==> config.mk <==
export PLATFORM = sky130hd
export DESIGN_NAME = ide_host_pio
export DESIGN_NICKNAME = d
export VERILOG_FILES = /design/src/rtl/ide_host_pio.sv
export SDC_FILE = /design/constraint.sdc
export NUM_CORES = 1
export LEC_CHECK = 0
export CAP_MARGIN = 10
export CORE_ASPECT_RATIO = 1.4
export CORE_MARGIN = 2
export CORE_UTILIZATION = 25
export CTS_BUF_LIST = sky130_fd_sc_hd__clkbuf_16
export DETAILED_ROUTE_END_ITERATION = 10
export GPL_TIMING_DRIVEN = 1
export PLACE_DENSITY = 0.52
export SKIP_CTS_REPAIR_TIMING = 1
export SLEW_MARGIN = 15
export SYNTH_ARGS = -nofsm -noshare
export SYNTH_HDL_FRONTEND = slang
export SYNTH_SLANG_ARGS = --single-unit
==> constraint.sdc <==
create_clock -name clk -period 2.5 [get_ports clk]
set_clock_uncertainty 0.15 [all_clocks]
set_input_delay 0.5 -clock clk [delete_from_list [all_inputs] [get_ports clk]]
set_output_delay 0.5 -clock clk [all_outputs]
set_load 0.05 [all_outputs]
==> src/rtl/ide_host_pio.sv <==
// ide_host_pio: host-side IDE/ATA PIO cycle engine with iordy wait states,
// request/done handshake and bus hardware-reset generation.
module ide_host_pio #(
  parameter int T_SETUP       = 3,
  parameter int T_PULSE       = 8,
  parameter int T_HOLD        = 2,
  parameter int T_RECOVER     = 4,
  parameter int T_RESET       = 32,
  parameter int IORDY_TIMEOUT = 255
) (
  input  logic        clk,
  input  logic        rst_,
  input  logic        req,
  output logic        ready,
  input  logic        we,
  input  logic        blk,
  input  logic [2:0]  addr,
  input  logic [15:0] wdata,
  output logic [15:0] rdata,
  output logic        done,
  output logic        timeout,
  input  logic        hrst_req,
  output logic [2:0]  da,
  output logic        cs1fx_,
  output logic        cs3fx_,
  output logic        dior_,
  output logic        diow_,
  input  logic [15:0] dd_in,
  output logic [15:0] dd_out,
  output logic        dd_oe,
  input  logic        iordy,
  input  logic        intrq,
  output logic        irq,
  output logic        reset_
);
  typedef enum logic [2:0] {IDLE, SETUP, STROBE, HOLD, RECOVER, RESET} state_t;
  state_t      state_q, state_d;
  logic [7:0]  cnt_q, cnt_d, ext_q, ext_d;
  logic        we_q, we_d, blk_q, blk_d, cyc_q, cyc_d, to_q, to_d;
  logic [2:0]  addr_q, addr_d;
  logic [15:0] wdata_q, wdata_d, rdata_q, rdata_d;
  logic [1:0]  iordy_q, intrq_q;
  logic        bus;
  always_ff @(posedge clk) begin
    if (!rst_) begin
      state_q <= RESET;
      cnt_q   <= '0;
      ext_q   <= '0;
      we_q    <= 1'b0;
      blk_q   <= 1'b0;
      cyc_q   <= 1'b0;
      to_q    <= 1'b0;
      addr_q  <= '0;
      wdata_q <= '0;
      rdata_q <= '0;
      iordy_q <= '0;
      intrq_q <= '0;
    end else begin
      state_q <= state_d;
      cnt_q   <= cnt_d;
      ext_q   <= ext_d;
      we_q    <= we_d;
      blk_q   <= blk_d;
      cyc_q   <= cyc_d;
      to_q    <= to_d;
      addr_q  <= addr_d;
      wdata_q <= wdata_d;
      rdata_q <= rdata_d;
      iordy_q <= {iordy_q[0], iordy};
      intrq_q <= {intrq_q[0], intrq};
    end
  end
  always_comb begin
    state_d = state_q;
    cnt_d   = cnt_q + 8'd1;
    ext_d   = ext_q;
    we_d    = we_q;
    blk_d   = blk_q;
    cyc_d   = cyc_q;
    to_d    = to_q;
    addr_d  = addr_q;
    wdata_d = wdata_q;
    rdata_d = rdata_q;
    case (state_q)
      IDLE: begin
        cnt_d = '0;
        if (hrst_req) begin
          state_d = RESET;
          cyc_d   = 1'b0;
        end else if (req) begin
          state_d = SETUP;
          we_d    = we;
          blk_d   = blk;
          addr_d  = addr;
          wdata_d = wdata;
          cyc_d   = 1'b1;
          to_d    = 1'b0;
        end
      end
      SETUP: if (cnt_q == 8'(T_SETUP - 1)) begin
        state_d = STROBE;
        cnt_d   = '0;
        ext_d   = '0;
      end
      // Past the minimum pulse the counter parks; ext_q counts wait-state clocks.
      STROBE: if (cnt_q == 8'(T_PULSE - 1)) begin
        cnt_d = cnt_q;
        if (iordy_q[1] || ext_q == 8'(IORDY_TIMEOUT)) begin
          state_d = HOLD;
          cnt_d   = '0;
          to_d    = ~iordy_q[1];
          rdata_d = we_q ? rdata_q : dd_in;
        end else begin
          ext_d = ext_q + 8'd1;
        end
      end
      HOLD: if (cnt_q == 8'(T_HOLD - 1)) begin
        state_d = RECOVER;
        cnt_d   = '0;
      end
      RECOVER: if (cnt_q == 8'(T_RECOVER - 1)) begin
        state_d = IDLE;
        cnt_d   = '0;
      end
      RESET: if (cnt_q == 8'(T_RESET - 1)) begin
        state_d = RECOVER;
        cnt_d   = '0;
      end
      default: state_d = IDLE;
    endcase
  end
  assign bus     = state_q inside {SETUP, STROBE, HOLD};
  assign ready   = state_q == IDLE;
  assign reset_  = state_q != RESET;
  assign cs1fx_  = ~(bus & ~blk_q);
  assign cs3fx_  = ~(bus & blk_q);
  assign dior_   = ~(state_q == STROBE & ~we_q);
  assign diow_   = ~(state_q == STROBE & we_q);
  assign dd_oe   = bus & we_q;
  assign dd_out  = wdata_q;
  assign da      = addr_q;
  assign rdata   = rdata_q;
  assign done    = state_q == RECOVER & cnt_q == 8'd0 & cyc_q;
  assign timeout = done & to_q;
  assign irq     = intrq_q[1];
endmodule

Word level (Yosys, flattened, before mapping)
Index checks and enable logic that the tools add are counted.
Storage, ports and cells
  register bits: 62
  bits of input ports: 43
  output and inout bits: 45
  word-level logic and storage cells: 93
Operators by class
  add/sub/neg operators: 2
  equal/unequal tests: 23
  multiplexer cells: 27
  bitwise logic cells: 16
  reduce and logical (&&, ||, !) cells: 13
Operators with widths (count)
  $mux 8: 9
  $pmux 8 s6: 1
  $mux 3: 8
  $ne 2x2->1 const B: 9
  $pmux 3 s6: 1
  $add 8x1->8 const B: 2
  $eq 8x2->1 const B: 2
  $pmux 8 s2: 1
  $and 1x1->1: 8
  $eq 8x1->1 const B: 1
  $eq 8x3->1 const B: 1
  $eq 8x5->1 const B: 1
  $eq 8x8->1 const B: 1
  $logic_not 8->1: 1
  $not 1->1: 8
  $reduce_and 4->1: 2
  $reduce_and 7->1: 1
  $eq 3x2->1 const B: 2
  $eq 3x3->1 const B: 2
  $mux 1: 6
  $ne 3x3->1 const B: 2
  $reduce_bool 2->1: 3
  $reduce_and 5->1: 1
  $eq 3x1->1 const B: 1
  other kinds (7): 7

Longest topological paths before layout
Gate-level depths: netlist of the first run.
  depth in word-level cells: 5
  depth in mapped cells: 8
  gate-level depth less buffers: 7

Least setup slack after synthesis of the first run
Ideal clock, no wire load.
  kind: register -> output
  start: register state_q[2]
  end: output timeout
  arrival time: 3.077 ns
  data required time: 1.850 ns
  path slack: -1.227 ns
  stages on the path, launching flop included: 6
  buffers on the path: 1
  cell sequence: dfxtp_1 -> clkbuf_1 -> nor2b_1 -> nand3_1 -> nor4_1 -> and2_1
Between the ends
  cells in the longest elaborated chain, start to end: 4
RTL lines
  start, declared: RTL line 37  | state_t state_q, state_d;
  start signal, assigned: RTL line 59  | state_q <= state_d;
  $eq 3x3->1: RTL line 143  | assign done = state_q == RECOVER & cnt_q == 8'd0 & cyc_q;
  $and 1x1->1 (2 in series): RTL line 143
  via done: RTL line 20  | output logic done,
  $and 1x1->1: RTL line 144  | assign timeout = done & to_q;
  end, declared: RTL line 21  | output logic timeout,
The timed path passes the listed nets, and every way through them passes these cells.

Final worst setup path of the first run
  start: register state_q[2]
  end: output timeout
Between the ends
  cells in the longest elaborated chain, start to end: 4
RTL lines (RTL line)
  $eq 3x3->1: 143
  $and 1x1->1 (2 in series): 143
  $and 1x1->1: 144
No other way between the ends.

==> results.cfg, run 1 <==
[outcome]
status = finished clean

[place]
io_buffers = 87
place_area_um2 = 3959
routabilityCongestion = 0.7961
preCtsSetupSlack_ps = 116.3
placed_cells = 546
hpwl_um = 5757

[setup_path]
cp-start-kind = flip-flop
endpoint_kind = output port
arrival_ps = 1790
r2r_start = cnt_q[1]
crit_fanout = 8
critPathRequiredTime_ps = 1850
crit_slowest_cell = dfxtp_4
cp_cell_sequence = buf_4 > nor2b_2 > nand3_1 > nor4_4 > and2_4 > buf_12
slowest_delay_ps = 380
worstSetupPathType = flip-flop to output port
critical_path.startpoint = state_q[2]

[clock_network]
path_clk_slew_ps = 50
cts_sinks = 62
numCtsBuffers = 9
htreeDepth = 3
cts_buffer_depth = 2
clkLatencyLatePin_ps = 330
cts_root_buf = clkbuf_16
cts_tree = built

[grt]
grt_max_degree = 30
grt_pass1_wl_um = 12030
grt_use_total_pct = 12.82
grt.overflow.total = 0
grt_pass1_vias = 2520
antenna_found_initial = 0

[power]
power_frac_clock_pct = 51.0
seqPwrFrac_pct = 43.4
power.density_nw_per_um2 = 542.1
internal_power_mw = 1.833
combPwrFrac_pct = 5.7
p_switching_mw = 0.4865
peakVddDrop_mv = 0.3694
leakage_nw = 1.495
swShare_pct = 20.97
total_power_mw = 2.320

[logic_synthesis]
synth_nets = 366
ys_types = 60
async_flop_share_pct = 0
avgSynthCellArea_um2 = 8.865
seq_area_frac_synth_pct = 44.03
yosys_warnings = 0
synth-edff-count = 0
synth_ff_type = dfxtp_1
synthCells = 318
ys_seq_elements = 62
syn_area_um2 = 2819

[die]
num_rows = 45
die_w_um = 93.75
die_h_um = 129.6
core_area_um2 = 10920
pin_count = 88
dieArea_um2 = 12150
initial_core_util_pct = 25.81

[final_layout]
num_antenna_cells = 0
finalNonFillerCells = 565
finish.instance_area_um2 = 4279
syn_to_final_growth_pct = 51.80
nets = 467
final_util_pct = 39.18
drive_gt1_share_pct = 14.86

[detailed_routing]
drc_errors = 0
ant_nets = 0
vias = 2591
routed-wl-met3_um = 325
routed-wl-met2_um = 3978
wl_um = 7679
drt_iter0_drc = 91
via_per_inst = 4.586
wirelength_met1_um = 3183
routed.top_layer = met4
wl_per_cell_um = 13.59
dr.pass1.iters = 3

[sta]
finalHoldViolations = 0
clock.fmax_mhz = 409.3
setup_viol = 0
timing.final.ws_setup_ps = 56.73
max-slew-margin-rel_pct = 54.77
setup_tns_ps = 0
worst_pin_slew_ps = 661.4
timing.hold.ws_ps = 279.2
fin_crit_sh_pct = 97.73
finalCriticalPeriod_ps = 2443
final-max-slew-violation-count = 0
rsz0062_at_grt = true

[flow_run]
drv_cap = 0

[hold_path]
hold_class = flip-flop to flip-flop
hp-start = iordy_q[0]
worst paths after layout:
kind                            slack, ps         end  cells after the start
worst max-delay path                   60     timeout                      6
worst max register to register        170  state_q[1]                      6
worst min-delay path                  280  iordy_q[1]                      1
worst min register to register        280  iordy_q[1]                      1
power groups by stage:
stage          registers [mW]  clock network (mW)  logic (mW)
3_3_place_gp             1.03                   0       0.131
2_1_floorplan            1.02                   0      0.0472
5_1_grt                  1.01                1.26       0.143
4_1_cts                  1.01                1.22       0.133
6_report                 1.01                1.18       0.131
3_5_place_dp             1.03                   0       0.131
routing by layer:
metal	GRT usage, %	vias to the layer above
met5	0	-
met4	7.673	0
met2	22.39	53
li1	-	1316
met3	2.442	11
met1	14.31	1211
synthesized netlist by cell type (all sizes together), types with 3 or more instances:
| cell | instances | area share, % |
|---|---|---|
| a2111oi | 4 | 1.9 |
| a211oi | 4 | 1.1 |
| a21oi | 31 | 6.0 |
| a31oi | 3 | 0.67 |
| and2 | 7 | 1.6 |
| and3 | 3 | 0.67 |
| buf | 6 | 1.8 |
| clkbuf | 12 | 1.6 |
| dfxtp | 62 | 44 |
| ha | 5 | 2.2 |
| inv | 6 | 0.80 |
| mux2i | 17 | 6.0 |
| nand2 | 54 | 7.2 |
| nand3 | 9 | 1.6 |
| nand4 | 3 | 0.67 |
| nor2 | 34 | 4.5 |
| nor3 | 3 | 0.93 |
| nor4b | 4 | 2.0 |
| o21ai | 5 | 0.89 |
| or2 | 4 | 0.89 |
| xnor2 | 5 | 1.6 |
| xor2 | 5 | 1.6 |
logic make-up (layout without fill, tap and decap cells):
group                    Yosys count  after routing  share of synthesized area (%)
adder cells (fa/ha/maj)            5              5                          2.219
buffers and inverters             25            131                          4.349
AND/OR/NAND/NOR                  136            136                          24.19
flip-flops                        62             62                          44.03
multiplexers                      17             17                          6.036
AO/OA/AOI/OAI                     63             63                          16.07
XOR/XNOR                          10             10                          3.107
flip-flops by register name, summed over array words and instances, names as in the netlist:
name,count
to_q,1
rdata,16
cyc_q,1
da,3
state_q,3
iordy_q,2
intrq_q,2
we_q,1
dd_out,16
blk_q,1
cnt_q,8
ext_q,8
layout make-up:
| type | count | area [um^2] |
|---|---|---|
| fillers | 1100 | 6644 |
| repair buffers | 108 | 1056 |
| flip-flops and latches | 62 | 1245 |
| inverters | 7 | 26.28 |
| clock inverters | 7 | 57.56 |
| clock buffers | 9 | 225.2 |
| well taps | 141 | 176.4 |
| multi-input cells | 231 | 1493 |
worst max-delay path: cells and delay by family, from the launching register on:
family | cells | cell delay [ps]
AND/OR/NAND/NOR | 4 | 800
flip-flops | 1 | 380
buffers and inverters | 2 | 280
cells in the final DEF, fill, tap and decap left out, types with 2 or more instances in the layout:
master / count
nor4b_2: 3
buf_4: 26
or2_1: 2
xnor2_1: 5
ha_1: 5
clkbuf_16: 9
clkdlybuf4s50_1: 78
a31oi_1: 3
nand4_1: 3
o31ai_1: 2
inv_1: 8
a2111oi_0: 3
a21o_1: 2
nand3_1: 9
and2_1: 6
nor2_1: 34
dfxtp_1: 61
or2_2: 2
and3_1: 3
a211oi_1: 4
xor2_1: 5
a21oi_1: 29
nand2_1: 54
clkinv_1: 3
buf_12: 4
mux2i_1: 17
o21ai_0: 4
Note: power is estimated with default switching activity, not from simulation.
==> run 2: changes to the inputs <==
Settings changed: CTS_BUF_LIST sky130_fd_sc_hd__clkbuf_16 to sky130_fd_sc_hd__clkbuf_2.
==> run 2 against run 1 <==
  * The run now ends with setup timing left
  * Global-route usage shrank 0.13 points
  * Final cell count grew 1.8%
  * Power shrank 25%
  * Die area is the same
  * Cell area shrank 1.1%
  * Worst setup slack lost 100 ps
  * Largest cell class unchanged
  * Largest power group is now registers
  * Highest routed layer unchanged
==> results.cfg, run 2 (synthesis gave the netlist of run 1 again) <==
[outcome]
status = finished with violations
violations = setup timing

[sta]
timing.final.ws_setup_ps = -46.50
max-slew-margin-rel_pct = 63.96
final-max-slew-violation-count = 0
finalHoldViolations = 0
fin_crit_sh_pct = 101.9
worst_pin_slew_ps = 527.0
rsz0062_at_grt = true
finalCriticalPeriod_ps = 2547
clock.fmax_mhz = 392.7
setup_tns_ps = -46.50
setup_viol = 1

[grt]
grt_pass1_wl_um = 12020
grt.overflow.total = 0
antenna_found_initial = 0
grt_pass1_vias = 2514
grt_max_degree = 30
grt_use_total_pct = 12.69

[clock_network]
clkLatencyLatePin_ps = 520
cts_buffer_depth = 2
cts_sinks = 62
cts_root_buf = clkbuf_2
cts_tree = built
path_clk_slew_ps = 180
htreeDepth = 3
numCtsBuffers = 9

[die]
dieArea_um2 = 12150
die_w_um = 93.75
pin_count = 88
initial_core_util_pct = 25.81
num_rows = 45
core_area_um2 = 10920
die_h_um = 129.6

[place]
io_buffers = 87
routabilityCongestion = 0.7961
hpwl_um = 5757
place_area_um2 = 3959

[detailed_routing]
wl_per_cell_um = 13.53
wl_um = 7780
via_per_inst = 4.551
vias = 2617
dr.pass1.iters = 4
drc_errors = 0
drt_iter0_drc = 112
ant_nets = 0

[final_layout]
drive_gt1_share_pct = 19.59
layout_common_cells = 78 x clkdlybuf4s50_1, 57 x dfxtp_1, 53 x nand2_1
finish.instance_area_um2 = 4232
final_common_cell = clkdlybuf4s50_1
num_antenna_cells = 0
nets = 477
syn_to_final_growth_pct = 50.11

[hold_path]
hold_class = flip-flop to flip-flop
hp-start = iordy_q[0]

[setup_path]
cp.buffers_inverters = 2
cp-start-kind = flip-flop
endpoint_kind = output port
slowest_delay_ps = 400
r2r_start = state_q[2]
crit_fanout = 4
cp_cell_sequence = buf_6 > nor2b_4 > nand3_2 > nor4_4 > and2_4 > buf_12
critPathRequiredTime_ps = 1850
crit_family = simple AND/OR/NAND/NOR gates
arrival_ps = 1900
critical_path.startpoint = state_q[2]
worstSetupPathType = flip-flop to output port
crit_slowest_cell = dfxtp_4
r2r_setup_slack_ps = 150

[flow_run]
drv_cap = 0

[power]
total_power_mw = 1.736
power.density_nw_per_um2 = 410.3
leakage_nw = 1.484
peakVddDrop_mv = 0.1774
## run 2: changes by cell type in the layout (fill, tap and decap cells not counted), sizes merged
cell	before	now
buf	30	40
clkbuf	9	11
inv	8	6
## run 2: power breakdown
part           total, mW  internal, mW  switching [mW]
registers           1.00         0.994          0.0102
clock network      0.600         0.231           0.369
logic              0.131        0.0836          0.0474
## run 2: path summary, 6_finish.rpt
check | end | cells past startpoint
setup / recovery | timeout | 6
hold / removal | iordy_q[1] | 1
setup reg to reg | ext_q[3] | 8
hold reg to reg | iordy_q[1] | 1
## run 2: cell type report
type	count	area [um^2]
Sequential cell	62	1255
Tap cell	141	176.4
Timing Repair Buffer	118	1150
Fill cell	1110	6691
Clock inverter	5	50.05
Clock buffer	11	55.05
Multi-Input combinational cell	231	1519
Inverter	7	26.28
## run 2: metrics by stage
| step | util (%) | setup WS, ps | instances | hold slack, ps |
|---|---|---|---|---|
| final | 38.74 | -46.50 | 575 | 308.4 |
| after floorplan | - | -295.0 | 318 | 261.9 |
| after global placement | 36.24 | 170.3 | 546 | 266.0 |
| after CTS | 37.21 | -329.5 | 562 | 299.7 |
| after detailed placement | 36.24 | 116.3 | 546 | 272.7 |
| after global routing | 38.74 | -160.5 | 575 | 321.8 |
## run 2: layer usage
metal,vias up,GRT usage (%),part of all wire (%)
met5,-,0,0
met4,0,5.968,1.8
met3,11,3.023,4.8
met2,61,22.18,52
met1,1214,14.45,41
li1,1331,-,-
==> run 3: changes to the inputs <==
Settings changed: DONT_BUFFER_PORTS set to 1, PLACE_DENSITY 0.52 to 0.42.
Clock period 2.5 ns to 3.2 ns, I/O delays scaled along.
==> run 3 against run 2 <==
  * The flow now finishes without violations
  * Clock power fell by 19%
  * First-iteration DRC count down 33%
  * Cell area shrank 24%
  * Worst setup slack improved by 290 ps
  * Register-to-register slack improved by 520 ps
==> results.cfg, run 3 (synthesis gave the netlist of run 1 again) <==
[outcome]
status = finished clean

[hold_path]
hp-start = addr[1]
hold_class = input pin to flip-flop
hold_end = da[1]
holdPathStages = 2

[setup_path]
cp.buffers_inverters = 1
rr_worst_depth = 5
crit_slowest_cell = nor3_4
endpoint_kind = output port
arrival_ps = 2170
crit_fanout = 10
r2r_setup_slack_ps = 670
cp-start-kind = flip-flop
r2r_start = state_q[0]
cp_cell_sequence = nor3_4 > nand2_1 > nor4_4 > and2_1 > buf_4
crit_family = simple AND/OR/NAND/NOR gates
slowest_delay_ps = 450
worstSetupPathType = flip-flop to output port
worst_r2r_endpoint = ext_q[4]
critPathRequiredTime_ps = 2410

[sta]
fin_crit_sh_pct = 92.49
finalHoldViolations = 0
final-max-slew-violation-count = 0
finalCriticalPeriod_ps = 2960
setup_tns_ps = 0
worst_pin_slew_ps = 601.7
clock.fmax_mhz = 337.9
setup_viol = 0
rsz0062_at_grt = false
max-slew-margin-rel_pct = 59.32

[grt]
grt_pass1_vias = 2086
grt.overflow.total = 0
grt_pass1_wl_um = 10850
grt_use_total_pct = 11.87
grt_max_degree = 31
antenna_found_initial = 1

[final_layout]
syn_to_final_growth_pct = 13.67
nets = 378
final_common_cell = dfxtp_1
final_util_pct = 29.34
layout_common_cells = 61 x dfxtp_1, 54 x nand2_1, 34 x nor2_1
drive_gt1_share_pct = 12.54
finish.instance_area_um2 = 3204

[power]
peakVddDrop_mv = 0.1463
leakage_nw = 1.048
power.density_nw_per_um2 = 414.4
total_power_mw = 1.328

[die]
core_area_um2 = 10920
num_rows = 45
pin_count = 88
dieArea_um2 = 12150
die_w_um = 93.75
die_h_um = 129.6
initial_core_util_pct = 25.81

[clock_network]
path_clk_slew_ps = 190
numCtsBuffers = 9
cts_buffer_depth = 2
htreeDepth = 3
cts_tree = built
cts_root_buf = clkbuf_2
clkLatencyLatePin_ps = 550
cts_sinks = 62

[detailed_routing]
vias = 2248
drc_errors = 0
wl_per_cell_um = 15.11
via_per_inst = 4.713
drt_iter0_drc = 75
dr.pass1.iters = 4
ant_nets = 0
wl_um = 7208

[place]
place_area_um2 = 3000
routabilityCongestion = 0.7868
hpwl_um = 5192
io_buffers = 0

[flow_run]
drv_cap = 0
-- run 3: cell count changes in the layout (fill, tap and decap cells not counted), sizes merged --
cell | before | now
clkdlybuf4s50 | 78 | 0
buf | 40 | 10
dlygate4sd3 | 0 | 9
clkbuf | 11 | 9
clkinvlp | 1 | 3
diode | 0 | 1
-- run 3: worst max path at each step --
stage	startpoint	endpoint	slack, ps	depth (start not counted)
after floorplan	state_q[2]	timeout	290	5
after global placement	state_q[1]	rdata[11]	730	6
after detailed placement	state_q[1]	rdata[9]	710	6
after CTS	state_q[2]	timeout	120	5
after global routing	cnt_q[5]	timeout	70	5
final	cnt_q[7]	timeout	240	5
-- run 3: layer usage --
metal / wire length [um] / part of all wire, % / track usage, % / up-vias
li1: - / - / - / 1130
met1: 2938 / 41 / 13.28 / 1032
met2: 3589 / 50 / 19.33 / 72
met3: 484 / 6.7 / 3.837 / 14
met4: 196 / 2.7 / 7.587 / 0
met5: 0 / 0 / 0 / -
-- run 3: per-stage QoR --
step	setup WS, ps	cells	hold slack [ps]
after floorplan	285.2	318	261.9
after global placement	728.7	451	264.4
after detailed placement	712.4	451	276.6
after CTS	116.0	467	-28.52
after global routing	68.19	477	-1.225
final	240.2	477	41.00
-- run 3: area by class of cell --
class,instances,area (um^2)
Antenna cell,1,2.502
Clock buffer,9,45.04
Clock inverter,7,65.06
Fill cell,1207,7719
Inverter,7,26.28
Multi-Input combinational cell,231,1481
Sequential cell,62,1242
Tap cell,141,176.4
Timing Repair Buffer,19,165.2
-- run 3: where the power goes --
group	internal, mW	switching [mW]	total [mW]	leakage, nW
clock	0.172	0.317	0.489	0.0590
sequential	0.779	0.00935	0.788	0.500
combinational	0.0236	0.0269	0.0505	0.488
